$ cat config.mk
export PLATFORM = sky130hd
export DESIGN_NAME = recirc_demux_buffered
export DESIGN_NICKNAME = d
export VERILOG_FILES = /design/src/rtl/recirc_demux_buffered.sv
export SDC_FILE = /design/constraint.sdc
export NUM_CORES = 1
export LEC_CHECK = 0
export CORE_UTILIZATION = 45
export CTS_BUF_LIST = sky130_fd_sc_hd__clkbuf_8
export DETAILED_ROUTE_END_ITERATION = 10
export GPL_TIMING_DRIVEN = 0
export HOLD_SLACK_MARGIN = 0.05
export PLACE_DENSITY = 0.68
export SYNTH_ARGS = -nofsm -noshare
export SYNTH_HDL_FRONTEND = slang
export SYNTH_SLANG_ARGS = --single-unit
$ cat constraint.sdc
create_clock -name clk -period 2.4 [get_ports clk]
set_input_delay 0.48 -clock clk [delete_from_list [all_inputs] [get_ports clk]]
set_output_delay 0.48 -clock clk [all_outputs]
set_load 0.02 [all_outputs]
$ cat src/rtl/recirc_demux_buffered.sv
// Registered recirculation demux: forwards words to the striping demux while active,
// otherwise loops them back and holds them in a FIFO for in-order replay.
module recirc_demux_buffered #(
  parameter int DATA_WIDTH = 8,
  parameter int DEPTH      = 8,
  parameter int CNT_WIDTH  = $clog2(DEPTH) + 1
) (
  input  logic                  clk,
  input  logic                  reset,
  input  logic [DATA_WIDTH-1:0] din,
  input  logic                  valid_in,
  input  logic                  active,
  output logic [DATA_WIDTH-1:0] out_demux,
  output logic                  valid_demux,
  output logic [DATA_WIDTH-1:0] out_block,
  output logic                  valid_block,
  output logic [CNT_WIDTH-1:0]  recirc_count,
  output logic                  fifo_full,
  output logic                  overflow
);

  localparam int PTR_WIDTH = $clog2(DEPTH);

  logic [DATA_WIDTH-1:0] mem [DEPTH];
  logic [PTR_WIDTH-1:0]  wr_ptr_reg, rd_ptr_reg;
  logic [CNT_WIDTH-1:0]  count_reg, count_next;
  logic                  fifo_full_reg, overflow_reg;
  logic [DATA_WIDTH-1:0] out_demux_reg, out_demux_next;
  logic [DATA_WIDTH-1:0] out_block_reg, out_block_next;
  logic                  valid_demux_reg, valid_demux_next;
  logic                  valid_block_reg, valid_block_next;
  logic                  push, pop, drop;
  logic                  fifo_empty, fifo_at_full;

  assign fifo_empty   = (count_reg == '0);
  assign fifo_at_full = (count_reg == CNT_WIDTH'(DEPTH));

  always_comb begin
    out_demux_next   = '0;
    valid_demux_next = 1'b0;
    out_block_next   = '0;
    valid_block_next = 1'b0;
    push             = 1'b0;
    pop              = 1'b0;
    drop             = 1'b0;
    if (!active) begin
      // Loop-back always shows the word, even when the FIFO has no room for it.
      valid_block_next = valid_in;
      out_block_next   = valid_in ? din : '0;
      push             = valid_in && !fifo_at_full;
      drop             = valid_in && fifo_at_full;
    end else if (fifo_empty) begin
      valid_demux_next = valid_in;
      out_demux_next   = valid_in ? din : '0;
    end else begin
      // Replay the head; new input queues behind it, so a full FIFO still accepts it.
      pop              = 1'b1;
      push             = valid_in;
      valid_demux_next = 1'b1;
      out_demux_next   = mem[rd_ptr_reg];
    end
    count_next = count_reg + CNT_WIDTH'(push) - CNT_WIDTH'(pop);
  end

  always_ff @(posedge clk) begin
    if (push && !reset) begin
      mem[wr_ptr_reg] <= din;
    end
  end

  always_ff @(posedge clk) begin
    if (reset) begin
      wr_ptr_reg      <= '0;
      rd_ptr_reg      <= '0;
      count_reg       <= '0;
      fifo_full_reg   <= 1'b0;
      overflow_reg    <= 1'b0;
      out_demux_reg   <= '0;
      valid_demux_reg <= 1'b0;
      out_block_reg   <= '0;
      valid_block_reg <= 1'b0;
    end else begin
      if (push) wr_ptr_reg <= wr_ptr_reg + 1'b1;
      if (pop)  rd_ptr_reg <= rd_ptr_reg + 1'b1;
      count_reg       <= count_next;
      fifo_full_reg   <= (count_next == CNT_WIDTH'(DEPTH));
      overflow_reg    <= overflow_reg | drop;
      out_demux_reg   <= out_demux_next;
      valid_demux_reg <= valid_demux_next;
      out_block_reg   <= out_block_next;
      valid_block_reg <= valid_block_next;
    end
  end

  assign out_demux    = out_demux_reg;
  assign valid_demux  = valid_demux_reg;
  assign out_block    = out_block_reg;
  assign valid_block  = valid_block_reg;
  assign recirc_count = count_reg;
  assign fifo_full    = fifo_full_reg;
  assign overflow     = overflow_reg;

endmodule
# --- Word level (Yosys, flattened, before mapping) ---
# Memory sizes are Yosys's and may differ from the RTL's. A register that Yosys moved wholly into a read port is not among the register bits.
# Index checks and enable logic that the tools add are counted.
totals:
  ff_bits: 30
  mem_bits_rw: 64
  input_bits: 12
  out_inout_bits: 24
  wordCells: 38
  memories: 1
op_classes:
  addsub: 4
  eq_ne: 2
  n_mux: 12
  bitwise: 2
  reduce_logical: 8
memory_table:
  columns: ["memory", "words", "word_bits", "read_ports", "rd_ports_with_merged_regs", "write_ports", "line", "source"]
  rows:
  - ["mem", 8, 8, 1, 1, 1, "24", "logic [DATA_WIDTH-1:0] mem [DEPTH];"]
ops:
  columns: ["operator", "n"]
  rows:
  - ["$mux 8", 2]
  - ["$eq 4x4->1 const B", 2]
  - ["$mux 1", 8]
  - ["$add 3x1->3 const B", 2]
  - ["$mux 3", 2]
  - ["$add 4x1->4", 1]
  - ["$logic_not 4->1", 1]
  - ["$reduce_or 2->1", 2]
  - ["$sub 4x1->4", 1]
  - ["$logic_and 1x1->1", 3]
  - ["$logic_not 1->1", 2]
  - ["$not 1->1", 1]
  - ["$or 1x1->1", 1]

# --- Logic depth before layout (Yosys ltp) ---
depth:
  word_depth: 7
  depth_mapped: 13
  depth_no_buf: 13

# --- Worst setup path before layout ---
# No wires, ideal clock.
synth_timing:
  path_kind: "reg-to-reg"
  startpoint: "register count_reg[2], in the netlist recirc_count[2]"
  endpoint: "register fifo_full_reg, in the netlist fifo_full"
  setup_time_ns: 0.078
  arrival_time_ns: 2.399
  t_required_ns: 2.322
  setup_slack_ns: -0.077
  stages_incl_launch_ff: 14
  n_path_buf: 0
  period_less_slack_ns: 2.477
  path_cell_list: "dfxtp_1 -> inv_1 -> ha_1 -> or3b_4 -> nand2_1 -> inv_1 -> ha_1 -> inv_1 -> ha_1 -> inv_1 -> fa_1 -> xor2_1 -> nand3b_1 -> nor3_1"
synth_between:
  elab_cells_between_ends: 11
  classes_between: "add/sub (2); eq/ne (2); mux (4); reduce/logical (3)"
synth_rtl:
  columns: ["element", "line", "source"]
  rows:
  - ["start, declared", "26", "logic [CNT_WIDTH-1:0] count_reg, count_next;"]
  - ["start signal, assigned", "85", "count_reg <= count_next;"]
  - ["$logic_not 4->1", "35", "assign fifo_empty = (count_reg == '0);"]
  - ["$mux 1", "52", "end else if (fifo_empty) begin"]
  - ["$mux 1", "46", "if (!active) begin"]
  - ["via pop", "32", "logic push, pop, drop;"]
  - ["$sub 4x1->4", "62", "count_next = count_reg + CNT_WIDTH'(push) - CNT_WIDTH'(pop);"]
  - ["$eq 4x4->1", "86", "fifo_full_reg <= (count_next == CNT_WIDTH'(DEPTH));"]
  - ["end signal, assigned", "86", null]
  - ["end, declared", "27", "logic fifo_full_reg, overflow_reg;"]
# The timed path passes the listed nets, and every way through them passes these cells.
# A chain may end at the register's enable or synchronous reset.

# --- Worst setup path after layout ---
layout_timing:
  startpoint: "register count_reg[2], in the netlist recirc_count[2]"
  endpoint: "register fifo_full_reg, in the netlist fifo_full"
layout_between:
  elab_chain_len: 7
  elab_cells_between_ends: 11
  classes_between: "add/sub (2); eq/ne (2); mux (4); reduce/logical (3)"
layout_rtl:
  columns: ["element", "line", "source"]
  rows:
  - ["$eq 4x4->1", "36", "assign fifo_at_full = (count_reg == CNT_WIDTH'(DEPTH));"]
  - ["$logic_not 1->1", "50", "push = valid_in && !fifo_at_full;"]
  - ["$logic_and 1x1->1", "50", null]
  - ["$mux 1", "46", null]
  - ["$add 4x1->4", "62", null]
  - ["$sub 4x1->4 *", "62", null]
  - ["$eq 4x4->1 *", "86", null]
# Mark *: on every way between the ends. The rest lies on a longest branch, timed or not.

==> flow_summary.yaml <==
critical_path:
  critPathMaxFanout: 6
  worstSetupEndpointType: "register"
  cp_cell_sequence: "inv_4, ha_1, mux2i_1, o31a_4, inv_6, ha_4, inv_2, ha_4, inv_2, fa_2, nand3b_1, nor3_1"
  worstPathRequired_ps: 2680
  arrival_ps: 2650
  cp-startpoint: "recirc_count[2]"
  path_class: "reg -> reg"
  critPathBufInv: 4
  max_stage_delay_ps: 540
  startpoint_type: "register"
  crit-reg2reg-launch: "recirc_count[2]"
  cp_top_family: "adder cells"
  cp_slowest_cell: "fa_2"
global_routing:
  grt_overflow: 0
  grt_pass1_wl_mm: 11.0
  grt_use_met2_pct: 25.6
  top_usage_layer: "met2"
  grt_pass1_vias: 2057
  met1_usage_pct: 24.8
  grt_max_degree: 18
  grtUsageTotal_pct: 17.4
  met3_usage_pct: 3.98
  antenna_found_initial: 0
clock_tree:
  ctsRootBufferMaster: "clkbuf_8"
  cts-htree-levels: 3
  clk_latency_ps: 360
  numCtsBuffers: 9
  postCtsHoldBufs: 0
  clk_pin_slew_worst_paths_ps: 90
  cts_tree: "built"
  clk_path_buf_depth: 2
  clock_sinks: 97
floorplan:
  io_pins: 36
  fp.dieH_um: 93.3
  fp.dieW_um: 93.3
  die-area_um2: 8710
  start_util_pct: 47.6
  core_um2: 7890
  row_count: 32
logic_synthesis:
  netlist_area_um2: 3750
  synthCells: 260
  ys_seq_area_share_pct: 68.8
  ys_ff_latch: 97
  yosys_warnings: 0
  syn_nets: 281
  syn_avg_cell_area_um2: 14.4
  yosysUniqueCellTypes: 37
power_and_ir_drop:
  seqPwrFrac_pct: 43.0
  power.density_nw_per_um2: 1050
  p_leak_nw: 1.55
  cellInternalPower_mw: 3.21
  irDropWorstVdd_mv: 0.520
  p_clk_share_pct: 22.3
  combPwrFrac_pct: 34.7
  switchingPower_mw: 1.56
  p_total_mw: 4.77
  switching_share_pct: 32.7
timing:
  drv_slew: 0
  grt_setup_unrepaired: "true"
  hold_viol_final: 0
  fmax_ghz: 0.423
  finalSetupViolations: 0
  relSlewSlack_pct: 32.1
  worst_pin_slew_ps: 1010
  layout_setup_ws_ps: 35.4
  finalCritPeriodShare_pct: 98.5
  fin_crit_ps: 2360
  clock_skew_ps: 14.9
placed_design:
  place_congestion: 0.723
  pre_cts_slack_ps: -459
  port_buffers: 33
  hpwlAfterDp_mm: 4.69
run:
  drv_cap: 0
drt:
  detail_route.vias_per_cell: 5.18
  first_iter_violations: 141
  vias: 2156
  dr.pass1.iters: 4
  drt_wl_total_mm: 7.09
  drc: 0
  wire_per_inst_um: 17.0
  ant_nets: 0
final_layout:
  multiInputGateArea_um2: 1140
  drive_gt1_share_pct: 18.5
  syn_to_final_growth_pct: 21.2
  nFillCells: 621
  nNetsFinal: 330
  diodes: 0
  largest_register_ff_count: 64
  regArea_um2: 2580
hold_path:
  hold_path.class: "in -> reg"
  worstHoldStart: "active"
run_status:
  status: "completed"
-- synth_stat cells, drive strengths merged --
| cell type | n | area share [%] |
|---|---|---|
| edfxtp | 64 | 51 |
| dfxtp | 33 | 18 |
| mux2i | 33 | 8.8 |
| nor3 | 20 | 2.7 |
| nor2 | 19 | 1.9 |
| o22ai | 16 | 2.7 |
| inv | 9 | 0.97 |
| and2 | 8 | 1.3 |
| buf | 8 | 1.8 |
| ha | 8 | 2.7 |
| nand2 | 7 | 0.77 |
| a21oi | 5 | 0.77 |
| clkbuf | 3 | 0.30 |
| nand2b | 3 | 0.50 |
| xor2 | 3 | 0.70 |
| nand3 | 2 | 0.40 |
| nand3b | 2 | 0.40 |
| nor2b | 2 | 0.33 |
| nor3b | 2 | 0.67 |
| nor4 | 2 | 0.33 |
| nor4b | 2 | 0.63 |
| xnor2 | 2 | 0.47 |
| a21o | 1 | 0.20 |
| a31o | 1 | 0.23 |
| fa | 1 | 0.53 |
| o21ai | 1 | 0.23 |
| o31a | 1 | 0.47 |
| or2 | 1 | 0.17 |
| or3b | 1 | 0.30 |
-- cell usage in the layout (no fill, tap or decap), types with 3 or more instances in the layout --
cell,n
inv_1,4
nand2b_1,3
inv_6,3
edfxtp_1,64
and2_1,8
ha_4,3
nor3_1,17
nand2_1,5
ha_1,5
clkdlybuf4s50_1,33
a21oi_1,3
dfxtp_1,31
mux2i_1,33
nor3_2,3
inv_2,4
clkbuf_8,9
clkbuf_1,3
buf_6,5
nor2_1,19
buf_4,6
o22ai_1,16
-- per-stage QoR --
stage	setup TNS, ps	std cells	instance area (µm²)	hold WS (ps)	utilization, %
after floorplan	0	260	3790	454	-
after global placement	-23810	395	4250	467	53.9
after detailed placement	-12310	396	4270	476	54.1
after CTS	-14.0	413	4500	406	57.1
after global routing	-56.4	416	4550	412	57.7
final	0	416	4550	414	57.7
-- kinds of logic after synthesis --
| kind of cell | synth area share [%] |
|---|---|
| fa+ha+maj | 3.20 |
| mux | 8.80 |
| xor+xnor | 1.17 |
| flops | 68.8 |
| simple gates | 10.4 |
| buf+inv | 3.10 |
| compound gates | 4.57 |
-- repair_timing --
item | 4_1_cts | 5_1_grt
buffers inserted | 1 | 3
setup endpoints to repair | 17 | 11
resized for setup | 5 | 7
pin swaps | 2 | 2
-- final timing paths --
| path | depth (start not counted) | slack (ps) | end |
|---|---|---|---|
| worst max-delay path | 12 | 40 | fifo_full |
| worst min-delay path | 2 | 410 | valid_block |
| worst max register to register | 12 | 40 | fifo_full |
| worst min register to register | 2 | 490 | register |
-- power groups by stage --
stage | clock (mW) | sequential, mW | combinational (mW)
final | 1.06 | 2.05 | 1.66
after global routing | 1.15 | 2.07 | 1.80
after CTS | 1.08 | 2.05 | 1.57
after detailed placement | 0 | 2.08 | 1.51
after global placement | 0 | 2.08 | 1.49
after floorplan | 0 | 2.16 | 0.975
-- routing by layer --
layer / part of all wire, % / vias up
met3: 4.1 / 15
met2: 46 / 55
met1: 48 / 1035
li1: - / 1051
met5: 0 / -
met4: 1.8 / 0
-- cell type report --
| cell class | instances | share of cell area (%) |
|---|---|---|
| Clock inverter | 7 | 1.71 |
| Timing Repair Buffer | 38 | 8.09 |
| Sequential cell | 97 | 56.8 |
| Multi-Input combinational cell | 143 | 25.1 |
| Buffer | 11 | 1.84 |
| Inverter | 9 | 0.908 |
| Tap cell | 102 | 2.81 |
| Clock buffer | 9 | 2.72 |
Note: power is estimated with default switching activity, not from simulation.
